<file path="src/rtl/can_bit_destuff.sv">
// CAN receive-path bit de-stuffer: removes stuff bits from the sampled bus
// stream, flags stuff errors and assembles the de-stuffed bits into bytes.
module can_bit_destuff #(
  parameter int unsigned STUFF_LEN = 5,
  parameter int unsigned BYTE_W    = 8
) (
  input  logic              clk,
  input  logic              rst_n,
  input  logic              sample_en,
  input  logic              rx_bit,
  input  logic              destuff_en,
  output logic              dout,
  output logic              dout_valid,
  output logic              stuff_drop,
  output logic              stuff_err,
  output logic [BYTE_W-1:0] byte_out,
  output logic              byte_valid
);

  localparam int unsigned RUN_W = $clog2(STUFF_LEN + 1);
  localparam int unsigned CNT_W = (BYTE_W > 1) ? $clog2(BYTE_W) : 1;

  localparam logic [1:0] ST_IDLE  = 2'd0;
  localparam logic [1:0] ST_RUN   = 2'd1;
  localparam logic [1:0] ST_STUFF = 2'd2;
  localparam logic [1:0] ST_ERROR = 2'd3;

  logic [1:0]        state_q, state_d;
  logic [RUN_W-1:0]  run_q, run_d;
  logic              last_bit_q, last_bit_d;
  logic [CNT_W-1:0]  cnt_q, cnt_d;
  logic [BYTE_W-1:0] shift_q, shift_d;
  logic              dout_q, dout_d;
  logic              dout_valid_q, dout_valid_d;
  logic              stuff_drop_q, stuff_drop_d;
  logic              stuff_err_q, stuff_err_d;
  logic [BYTE_W-1:0] byte_out_q, byte_out_d;
  logic              byte_valid_q, byte_valid_d;

  logic [RUN_W-1:0]  run_new;
  logic [BYTE_W-1:0] shift_new;

  // Next-state and registered-output logic for the de-stuffer FSM.
  always_comb begin
    state_d      = state_q;
    run_d        = run_q;
    last_bit_d   = last_bit_q;
    cnt_d        = cnt_q;
    shift_d      = shift_q;
    dout_d       = dout_q;
    dout_valid_d = 1'b0;
    stuff_drop_d = 1'b0;
    stuff_err_d  = stuff_err_q;
    byte_out_d   = byte_out_q;
    byte_valid_d = 1'b0;
    run_new      = '0;
    shift_new    = {shift_q[BYTE_W-2:0], rx_bit};

    if (!destuff_en) begin
      // Outside the stuffed region: discard frame history, pass bits through.
      state_d     = ST_IDLE;
      run_d       = '0;
      cnt_d       = '0;
      shift_d     = '0;
      stuff_err_d = 1'b0;
      if (sample_en) begin
        dout_d       = rx_bit;
        dout_valid_d = 1'b1;
      end
    end else if (sample_en) begin
      case (state_q)
        ST_IDLE, ST_RUN: begin
          dout_d       = rx_bit;
          dout_valid_d = 1'b1;
          // A bit arriving in IDLE starts a fresh run with no history.
          if ((state_q == ST_RUN) && (rx_bit == last_bit_q) && (run_q != '0)) begin
            run_new = run_q + RUN_W'(1);
          end else begin
            run_new    = RUN_W'(1);
            last_bit_d = rx_bit;
          end
          run_d   = run_new;
          state_d = (run_new == RUN_W'(STUFF_LEN)) ? ST_STUFF : ST_RUN;
          if (cnt_q == CNT_W'(BYTE_W - 1)) begin
            byte_out_d   = shift_new;
            byte_valid_d = 1'b1;
            cnt_d        = '0;
            shift_d      = '0;
          end else begin
            cnt_d   = cnt_q + CNT_W'(1);
            shift_d = shift_new;
          end
        end
        ST_STUFF: begin
          // The stuff bit itself starts the next run.
          if (rx_bit != last_bit_q) begin
            stuff_drop_d = 1'b1;
            last_bit_d   = rx_bit;
            run_d        = RUN_W'(1);
            state_d      = ST_RUN;
          end else begin
            stuff_err_d = 1'b1;
            state_d     = ST_ERROR;
          end
        end
        ST_ERROR: begin
          state_d = ST_ERROR;
        end
        default: begin
          state_d = ST_IDLE;
        end
      endcase
    end
  end

  // State and output registers with synchronous active-high reset.
  always_ff @(posedge clk) begin
    if (rst_n) begin
      state_q      <= ST_IDLE;
      run_q        <= '0;
      last_bit_q   <= 1'b0;
      cnt_q        <= '0;
      shift_q      <= '0;
      dout_q       <= 1'b0;
      dout_valid_q <= 1'b0;
      stuff_drop_q <= 1'b0;
      stuff_err_q  <= 1'b0;
      byte_out_q   <= '0;
      byte_valid_q <= 1'b0;
    end else begin
      state_q      <= state_d;
      run_q        <= run_d;
      last_bit_q   <= last_bit_d;
      cnt_q        <= cnt_d;
      shift_q      <= shift_d;
      dout_q       <= dout_d;
      dout_valid_q <= dout_valid_d;
      stuff_drop_q <= stuff_drop_d;
      stuff_err_q  <= stuff_err_d;
      byte_out_q   <= byte_out_d;
      byte_valid_q <= byte_valid_d;
    end
  end

  assign dout       = dout_q;
  assign dout_valid = dout_valid_q;
  assign stuff_drop = stuff_drop_q;
  assign stuff_err  = stuff_err_q;
  assign byte_out   = byte_out_q;
  assign byte_valid = byte_valid_q;

endmodule

</file>
<file path="config.mk">
export PLATFORM = sky130hd
export DESIGN_NAME = can_bit_destuff
export DESIGN_NICKNAME = d
export VERILOG_FILES = /design/src/rtl/can_bit_destuff.sv
export SDC_FILE = /design/constraint.sdc
export NUM_CORES = 1
export LEC_CHECK = 0
export ABC_AREA = 1
export CORE_ASPECT_RATIO = 0.5
export CORE_MARGIN = 2
export CORE_UTILIZATION = 45
export CTS_CLUSTER_SIZE = 12
export DETAILED_ROUTE_END_ITERATION = 8
export PLACE_DENSITY = 0.68
export SLEW_MARGIN = 15
export SYNTH_ARGS = -nofsm -noshare
export SYNTH_HDL_FRONTEND = slang
export SYNTH_SLANG_ARGS = --single-unit
</file>
<file path="constraint.sdc">
create_clock -name clk -period 3.73 [get_ports clk]
set_input_delay 0.746 -clock clk [delete_from_list [all_inputs] [get_ports clk]]
set_output_delay 0.746 -clock clk [all_outputs]
set_load 0.005 [all_outputs]
</file>
==> flow_summary.ini <==
[logic_synthesis]
yosysTopAreaCell = dfxtp_1
ys.warnings.count = 0
syn_inst = 147
synth_common_cells = nor2_1, dfxtp_1, nand2_1, inv_1, o21ai_0
syn_avg_cell_area_um2 = 8.29
synth_seq_area_share_pct = 47.6
synthTopCellsByArea = dfxtp_1, nor2_1, o21ai_0, a22oi_1, nand2_1
yosysMostFrequentCell = nor2_1
synthArstFlopShare_pct = 0
ys.flop_type = dfxtp_1
synth_area_um2 = 1220
netlist.area_leader.share_pct = 47.6
synth_seq_cells = 29
synth.distinct_cells = 27
synth_edf_count = 0
syn_nets = 156

[layout]
fillers = 217
area.sequential_um2 = 581
finish.utilization_pct = 59.7
stdcell_area_um2 = 1550
area_growth_pct = 26.8
multi_input_area_um2 = 552
finalNetCount = 177
drive_above_1_share_pct = 13.0
antennaDiodeCount = 0

[worst_setup_path]
arrival_ns = 2.29
cp-start-kind = primary input
crit_type = primary input to flip-flop
crit_fanout = 14
cp_data_required_time_ns = 3.94
crit_family = buffers and inverters
slowest_stage = clkdlybuf4s50_1
worst-path-buf-inv = 1
endpoint_kind = flip-flop
cpPeakStageDelay_ns = 0.74
path_cells = clkdlybuf4s50_1 -> nand2_2 -> nor2_2 -> a22oi_1 -> nor2_1

[power_and_ir_drop]
cellPowerDensity_nw_per_um2 = 486
peakVddDrop_uv = 214
p_leak_nw = 0.615

[global_route]
grt_first_pass_wirelength_um = 3640
grt_max_degree = 15
grtUsageTotal_pct = 16.0
first_global_vias = 814
antenna_found_initial = 0
grt_overflow = 0

[routing]
firstDrtPassIters = 4
drt-initial-drc-count = 26
wirelength_um = 2240
wl_per_cell_um = 10.9
vias_per_cell = 4.83
ant_nets = 0
vias = 996
route.detailed.drc = 0

[clock_tree]
cts_buffers = 5
post-cts-setup-buffer-count = 0
clk_latency_ns = 0.27
h-tree-depth = 2
cts_hold_buf = 0
clk_pin_slew_worst_paths_ns = 0.06
cts_repair_resize_count = 0
numClockSinks = 29
cts_tree = built
clockBufferDepth = 2
cts_root_buffer = clkbuf_8

[floorplanning]
ioPinCount = 18
core_um2 = 2590
rows = 13
die_w_um = 77.6
start_util_pct = 47.1
die_y_um = 40.8
dieArea_um2 = 3170

[timing]
setup_viol = 0
worst_pin_slew_ns = 0.438
drv_slew = 0
timing.slew.headroom_pct = 70.7
setup_tns_ns = 0
period_share_pct = 55.6
fin_skew_ns = 0.00205
fin_crit_ns = 2.07
hold_viol = 0
timing.fmax_mhz = 482
hold_ws_ns = 0.440
rsz0062_at_grt = false

[placed_design]
postPlaceCellArea_um2 = 1410
io_buffers = 17
gp_congestion = 0.793
dp_hpwl_um = 1620

[worst_hold_path]
hp-class = flip-flop to flip-flop

[run_status]
status = finished clean

[job]
maxCapViolCount = 0
==> tightest hold or removal path, delay by kind of cell, from the launching register on <==
family / cells / cell delay [ns]
compound gates: 1 / 0.05
buf+inv: 1 / 0.04
flops: 1 / 0.31
==> power by group <==
| part | leakage [nW] | switching [mW] | internal, mW |
|---|---|---|---|
| logic | 0.312 | 0.0299 | 0.0163 |
| clock network | 0.0681 | 0.121 | 0.265 |
| registers | 0.235 | 0.00375 | 0.315 |
| total | 0.615 | 0.155 | 0.597 |
==> registers in the layout (all words and copies together) (netlist names), 2 cells and up <==
register	cells
run_q	3
cnt_q	3
state_q	2
byte_out	8
shift_q	7
==> cell type report <==
| type | count | share of cell area [%] |
|---|---|---|
| sequential | 29 | 37.6 |
| multi-input combinational | 99 | 35.7 |
| timing repair buffer | 17 | 11.0 |
| clock buffer | 5 | 4.45 |
| clock inverter | 3 | 4.21 |
| inverter | 16 | 4.05 |
| tap | 37 | 3.00 |
==> metal layers <==
metal  share of wire [%]  global-route usage (%)  vias up
li1                    -                       -      525
met1                  52                    19.7      447
met2                  42                    25.0       20
met3                 4.8                    5.95        4
met4                 1.4                    9.38        0
met5                   0                       0        -
==> placed cells by master, fill, tap and decap left out, types with 2 or more instances in the layout <==
master,synthesis,final
nor2_1,34,34
dfxtp_1,29,29
clkdlybuf4s50_1,0,17
nand2_1,14,14
inv_1,13,13
o21ai_0,13,13
a21oi_1,7,7
a22oi_1,7,7
clkbuf_8,0,5
nand3_1,4,4
ha_1,4,4
nand2_2,3,3
nor2_2,2,2
a21oi_2,2,2
bufinv_16,0,2
==> per-stage QoR <==
step,instances,worst slack (ns),power (mW)
6_report,206,1.66,0.751
5_1_grt,206,1.49,0.778
4_1_cts,206,1.67,0.756
3_5_place_dp,198,1.39,0.372
3_3_place_gp,198,1.45,0.371
2_1_floorplan,147,2.21,0.358
==> cells by family (layout without fill, tap and decap cells) <==
| group | count (synthesis) | after routing | share of synthesized area (%) |
|---|---|---|---|
| flops | 29 | 29 | 47.6 |
| buf+inv | 19 | 41 | 7.08 |
| fa+ha+maj | 4 | 4 | 4.11 |
| compound gates | 31 | 31 | 15.3 |
| simple gates | 64 | 64 | 25.9 |
==> worst paths after layout <==
check | start | endpoint | slack [ns] | cells past startpoint
setup / recovery | sample_en | shift_q[4] | 1.66 | 5
hold / removal | dout | dout | 0.44 | 2
setup reg to reg | cnt_q[0] | byte_out[0] | 2.20 | 6
hold reg to reg | dout | dout | 0.44 | 2
(Power assumes the default switching activity.)
